File: src/rtl/dl_shifter_pipe.sv
// Pipelined multi-mode barrel shifter (SLL/SRL/SRA/ROR) with valid/ready on both sides.
// The log2 shift network is split evenly across NUM_STAGES registered stages.
module dl_shifter_pipe #(
  parameter  int unsigned NUM_BITS       = 32,
  parameter  int unsigned NUM_STAGES     = 2,
  localparam int unsigned NUM_SHIFT_BITS = $clog2(NUM_BITS)
) (
  input  logic                      clk,
  input  logic                      rst_n,
  input  logic                      flush,
  input  logic                      in_valid,
  output logic                      in_ready,
  input  logic [NUM_BITS-1:0]       in_data,
  input  logic [NUM_SHIFT_BITS-1:0] in_shamt,
  input  logic [1:0]                in_op,
  output logic                      out_valid,
  input  logic                      out_ready,
  output logic [NUM_BITS-1:0]       out_data
);

  localparam int unsigned LVL_PER_STAGE = (NUM_SHIFT_BITS + NUM_STAGES - 1) / NUM_STAGES;
  localparam int unsigned LAST          = NUM_STAGES - 1;

  localparam logic [1:0] OP_SLL = 2'b00;
  localparam logic [1:0] OP_SRL = 2'b01;
  localparam logic [1:0] OP_SRA = 2'b10;

  // One network level: shift by 2**lvl. SRA fills from the captured sign, not the current MSB.
  function automatic logic [NUM_BITS-1:0] shift_level(
    input logic [NUM_BITS-1:0] d,
    input int unsigned         lvl,
    input logic [1:0]          op,
    input logic                sign
  );
    int unsigned         s;
    logic [NUM_BITS-1:0] fill;
    logic [NUM_BITS-1:0] r;
    s    = 32'd1 << lvl;
    fill = sign ? ~({NUM_BITS{1'b1}} >> s) : '0;
    case (op)
      OP_SLL:  r = d << s;
      OP_SRL:  r = d >> s;
      OP_SRA:  r = (d >> s) | fill;
      default: r = (d >> s) | (d << (NUM_BITS - s));
    endcase
    return r;
  endfunction

  // Levels [lo, hi) of the network, each gated by its shamt bit.
  function automatic logic [NUM_BITS-1:0] stage_net(
    input logic [NUM_BITS-1:0]       d,
    input logic [NUM_SHIFT_BITS-1:0] shamt,
    input logic [1:0]                op,
    input logic                      sign,
    input int unsigned               lo,
    input int unsigned               hi
  );
    logic [NUM_BITS-1:0]       r;
    logic [NUM_SHIFT_BITS-1:0] sh;
    r  = d;
    sh = shamt >> lo;
    for (int unsigned i = lo; i < hi; i++) begin
      if (sh[0]) r = shift_level(r, i, op, sign);
      sh = sh >> 1;
    end
    return r;
  endfunction

  logic [NUM_STAGES-1:0]     v_q;
  logic [NUM_STAGES-1:0]     en;
  logic [NUM_BITS-1:0]       data_q   [NUM_STAGES];
  logic [NUM_SHIFT_BITS-1:0] shamt_q  [NUM_STAGES];
  logic [1:0]                op_q     [NUM_STAGES];
  logic                      sign_q   [NUM_STAGES];

  logic [NUM_STAGES-1:0]     src_v;
  logic [NUM_BITS-1:0]       src_data  [NUM_STAGES];
  logic [NUM_BITS-1:0]       net_data  [NUM_STAGES];
  logic [NUM_SHIFT_BITS-1:0] src_shamt [NUM_STAGES];
  logic [1:0]                src_op    [NUM_STAGES];
  logic                      src_sign  [NUM_STAGES];

  // A stage may load when it or any stage downstream of it is empty, or the sink drains.
  always_comb begin
    logic free;
    en = '0;
    for (int k = 0; k < NUM_STAGES; k++) begin
      free = out_ready;
      for (int j = k; j < NUM_STAGES; j++) free = free | ~v_q[j];
      en[k] = free;
    end
  end

  for (genvar k = 0; k < NUM_STAGES; k++) begin : g_stage
    localparam int unsigned RAW_LO = unsigned'(k) * LVL_PER_STAGE;
    localparam int unsigned RAW_HI = RAW_LO + LVL_PER_STAGE;
    localparam int unsigned LO     = (RAW_LO < NUM_SHIFT_BITS) ? RAW_LO : NUM_SHIFT_BITS;
    localparam int unsigned HI     = (RAW_HI < NUM_SHIFT_BITS) ? RAW_HI : NUM_SHIFT_BITS;

    if (k == 0) begin : g_head
      assign src_v[k]     = in_valid;
      assign src_data[k]  = in_data;
      assign src_shamt[k] = in_shamt;
      assign src_op[k]    = in_op;
      assign src_sign[k]  = in_data[NUM_BITS-1];
    end else begin : g_body
      assign src_v[k]     = v_q[k-1];
      assign src_data[k]  = data_q[k-1];
      assign src_shamt[k] = shamt_q[k-1];
      assign src_op[k]    = op_q[k-1];
      assign src_sign[k]  = sign_q[k-1];
    end

    assign net_data[k] = stage_net(src_data[k], src_shamt[k], src_op[k], src_sign[k], LO, HI);
  end

  // Stage registers: flush kills every valid; payload only moves when the stage is enabled.
  always_ff @(posedge clk or negedge rst_n) begin
    if (!rst_n) begin
      v_q <= '0;
      for (int k = 0; k < NUM_STAGES; k++) begin
        data_q[k]  <= '0;
        shamt_q[k] <= '0;
        op_q[k]    <= '0;
        sign_q[k]  <= 1'b0;
      end
    end else begin
      for (int k = 0; k < NUM_STAGES; k++) begin
        if (flush)      v_q[k] <= 1'b0;
        else if (en[k]) v_q[k] <= src_v[k];
        if (en[k]) begin
          data_q[k]  <= net_data[k];
          shamt_q[k] <= src_shamt[k];
          op_q[k]    <= src_op[k];
          sign_q[k]  <= src_sign[k];
        end
      end
    end
  end

  assign in_ready  = en[0];
  assign out_valid = v_q[LAST];
  assign out_data  = data_q[LAST];

endmodule

File: config.mk
export PLATFORM = sky130hd
export DESIGN_NAME = dl_shifter_pipe
export DESIGN_NICKNAME = d
export VERILOG_FILES = /design/src/rtl/dl_shifter_pipe.sv
export SDC_FILE = /design/constraint.sdc
export NUM_CORES = 1
export LEC_CHECK = 0
export CORE_MARGIN = 2
export CORE_UTILIZATION = 47
export DETAILED_ROUTE_END_ITERATION = 6
export DONT_BUFFER_PORTS = 1
export HOLD_SLACK_MARGIN = 0.15
export MAX_ROUTING_LAYER = met4
export SKIP_LAST_GASP = 1
export SLEW_MARGIN = 20
export SYNTH_ARGS = -nofsm -noshare
export SYNTH_HDL_FRONTEND = slang
export SYNTH_SLANG_ARGS = --single-unit
File: constraint.sdc
create_clock -name clk -period 4.7 [get_ports clk]
set_input_delay 0.705 -clock clk [delete_from_list [all_inputs] [get_ports clk]]
set_output_delay 0.705 -clock clk [all_outputs]
set_load 0.005 [all_outputs]
======== Word level (Yosys, flattened, before mapping) ========
Cells that the tools add are included.
operators by class
  add/subtract/negate cells ............... 0
  multiply operators ...................... 0
  div/mod/pow operators ................... 0
  order comparisons ....................... 0
  eq/ne operators ......................... 4
  shifts and indexed selects .............. 0
  mux-type cells .......................... 19
  bitwise logic cells ..................... 15
  reductions and logical operators ........ 4
operator list
  cell                                                                   number
  32-bit case mux with 3 select lines                                    5
  32-bit two-way mux                                                     10
  16-bit by 32-bit OR with 32-bit output                                 2
  24-bit by 32-bit OR with 32-bit output                                 2
  28-bit by 32-bit OR with 32-bit output                                 2
  30-bit by 32-bit OR with 32-bit output                                 2
  31-bit by 32-bit OR with 32-bit output                                 2
  2-bit by 1-bit equality test with 1-bit output, second input constant  2
  2-bit equality test, second input constant                             2
  2-bit logical NOT                                                      2
  1-bit two-way mux                                                      4
  2-bit nonzero test                                                     2
  1-bit OR                                                               3
  1-bit NOT                                                              2
word-level totals
  register bits ........................... 74
  latch bits .............................. 0
  memory bits (writable) .................. 0
  bits in read-only memories .............. 0
  output and inout port bits .............. 34
  logic and storage cells ................. 49
  memories ................................ 0

======== Depth between registers and ports, before layout ========
  depth after elaboration ................. 10
  gate-level depth with buffers ........... 9

======== Worst setup path before layout ========
No wires, ideal clock.
  kind .................................... input -> output
  from .................................... input port out_ready
  to ...................................... output port in_ready
  data arrival time ....................... 1.675 ns
  slack ................................... 2.320 ns
  stages on the path ...................... 6
  path through ............................ and2b_1 > and2_1 > clkbuf_1 > inv_1 > buf_2 > buf_2
on the way
  word-level cells in the longest chain between the ends .. 2
ends and longest elaborated chain
  item                   RTL line  source
  start: declaration     17        input logic out_ready,
  1-bit OR (2 in a row)  89        for (int j = k; j < NUM_STAGES; j++) free = free | ~v_q[j];
  end: declaration       12        output logic in_ready,
Every way passes these cells.

======== Final worst setup path ========
Same ends and word-level chain as after synthesis.

==> results.toml <==
[status]
status = "finished, final reports clean"

[timing]
fin_crit_sh_pct = 59.3
worst_slew_pin_slew_ns = 1.14
rsz0062_at_grt = "no"
hold_viol = 0
final_max_slew_viol_count = 0
fin_tns_setup_ns = 0
clock_skew_ns = 0.00919
setup_viol = 0
fmax_mhz = 359
slew_headroom_pct = 24.3
period_needed_ns = 2.79

[finish]
post-route-util_pct = 47.5
area_delta_synth_final_pct = -0.744
nets = 898
diodes = 0
layout-drive-gt1-share_pct = 8.03
final_common_cell = "nand2_1"
final-instance-count-excl-fill = 1047
final_cell_mix = "123 x nand2_1, 103 x nor2_1, 79 x a21oi_1, 70 x dfrtp_1, 62 x o21ai_0"

[floorplanning]
dieArea_um2 = 16400
io_pins = 78
die_h_um = 128
core_um2 = 15100
fp-row-count = 45
start_util_pct = 47.9
fp.dieW_um = 128

[worst_setup_path]
critPathMaxFanout = 50
critPathArrivalTime_ns = 2.08
cp_data_required_time_ns = 3.99
rrSetupSlack_ns = 2.02
reg2reg_depth = 9
worstSetupPathType = "in -> out"
start_kind = "input pin"
endpoint_kind = "output port"

[routing]
post_drt_wl_per_cell_um = 24.5
route.detailed.drc = 0
vias = 7429
drt_iter0_markers = 1202
totalWireLength_um = 25600
postRouteAntennaNets = 0
drt_first_pass_iters = 5
viasPerCell = 7.10

[flow_run]
cap_violations = 0

[grt]
grt_max_degree = 136
grt_usage_pct = 31.8
grt-ovfl-total = 0
grt_pass1_vias = 6766
grt_pass1_wl_um = 39800
antenna_found_initial = 0

[clock_network]
cts_num_sinks = 71
cts_buffer_depth = 2
cts_made_buffers = 9
htree_num_levels = 3
cts_resized = 0
cts_tree = "yes"
post_cts_buffers = 0
cts_root_buf = "clkbuf_16"
clkTransAtPathRegs_ns = 0.06
clk_latency_ns = 0.33

[yosys]
synth_nets = 1005
ys_top_cells_by_area = "dfrtp_1 25%, nand2_1 6.4%, mux2i_1 6.4%"
syn_area_per_cell_um2 = 7.52
synth_area_um2 = 7230
yosys_warnings = 0
synth_seq_cells = 71
yosys.area.top_type = "dfrtp_1"
synthFlopType = "dfrtp_1"
async_flop_share_pct = 100
yosysTopAreaCellShare_pct = 24.6
ys_seq_area_share_pct = 24.6
netlist_instances = 961
synth.distinct_cells = 70
synth_edf_count = 0

[placed_design]
dp_hpwl_um = 18200
gp_congestion = 0.988
numPortBuffers = 0
dp_cells = 1030

[power]
peakVddDrop_uv = 136
powerDensity_nw_per_um2 = 296
leakage_nw = 2.77

[worst_hold_path]
hold_class = "in -> async"
==> logic make-up (layout without fill, tap and decap cells) <==
group | count (synthesis) | count (layout) | synth area share [%]
and+or+nand+nor | 330 | 330 | 21.3
DFF | 71 | 71 | 24.6
AOI/OAI and AO/OA | 349 | 349 | 32.2
muxes | 71 | 71 | 11.4
buffers and inverters | 140 | 38 | 10.6
==> metrics by stage <==
stage          hold WS (ns)  cell area, um^2  setup slack, ns  total power [mW]
2_1_floorplan         0.409             7230             2.32              1.29
3_3_place_gp          0.412             6810             1.83              1.34
3_5_place_dp          0.411             6810             1.73              1.35
4_1_cts               0.258             7170             1.91              2.12
5_1_grt               0.250             7170             1.78              2.22
6_report              0.231             7170             1.91              2.12
==> worst paths after layout <==
path,from,to
worst max register to register,v_q[1]$_DFFE_PN0P_,data_q[37]$_DFFE_PN0P_
worst max-delay path,out_ready,in_ready
worst min-delay path,rst_n,out_data[8]$_DFFE_PN0P_
min in group clk,flush,v_q[1]$_DFFE_PN0P_
max in group asynchronous,rst_n,shamt_q[8]$_DFFE_PN0P_
worst min register to register,v_q[0]$_DFFE_PN0P_,v_q[1]$_DFFE_PN0P_
==> metal layers <==
layer | wire [um] | GRT usage (%) | vias up
li1 | - | - | 3341
met1 | 10800 | 42.6 | 3564
met2 | 11500 | 47.2 | 451
met3 | 2190 | 5.34 | 73
met4 | 1180 | 14.7 | 0
met5 | 0 | - | -
==> cell usage after synthesis (all sizes together), types with 3 or more instances <==
| library cell | n |
|---|---|
| a211oi | 14 |
| a21boi | 7 |
| a21o | 3 |
| a21oi | 79 |
| a221oi | 4 |
| a22o | 3 |
| a22oi | 10 |
| a311oi | 23 |
| a31oi | 26 |
| and2 | 4 |
| and3 | 3 |
| buf | 86 |
| clkbuf | 42 |
| dfrtp | 71 |
| inv | 12 |
| mux2 | 18 |
| mux2i | 46 |
| mux4 | 7 |
| nand2 | 123 |
| nand2b | 18 |
| nand3 | 23 |
| nand3b | 4 |
| nand4 | 3 |
| nor2 | 104 |
| nor2b | 6 |
| nor3 | 11 |
| o211a | 4 |
| o211ai | 11 |
| o21ai | 69 |
| o221ai | 7 |
| o22a | 13 |
| o22ai | 43 |
| o31ai | 4 |
| o32a | 3 |
| o32ai | 3 |
| o41ai | 4 |
| or3 | 3 |
| or3b | 21 |
==> worst max-delay path, cell delays in order <==
cell,delay [ns]
and2b_1,0.17
buf_4,0.35
and2_1,0.19
buf_4,0.30
inv_1,0.35
==> layout make-up <==
type / count / area, um^2
fill: 1553 / 7920
clock buffer: 12 / 256
timing repair buffer: 10 / 95.1
sequential: 71 / 1780
tap: 188 / 235
inverter: 12 / 45.0
multi-input combinational: 750 / 4690
clock inverter: 4 / 76.3
==> power by group <==
part	internal [mW]	switching, mW	leakage (nW)	total, mW
Sequential	0.698	0.128	0.852	0.825
Combinational	0.229	0.310	1.76	0.539
Clock	0.496	0.261	0.159	0.757
Total	1.42	0.698	2.77	2.12
==> timing repair <==
item	CTS	global route
hold endpoints to repair	71	0
endpoints found under the setup margin	0	0
hold buffers	1	0
==> state kept, by name, indices dropped and copies added (netlist names) <==
name      flops
data_q       32
out_data     32
op_q          2
shamt_q       2
v_q           2
sign_q        1
No activity file was read; power rests on OpenSTA's default activity.
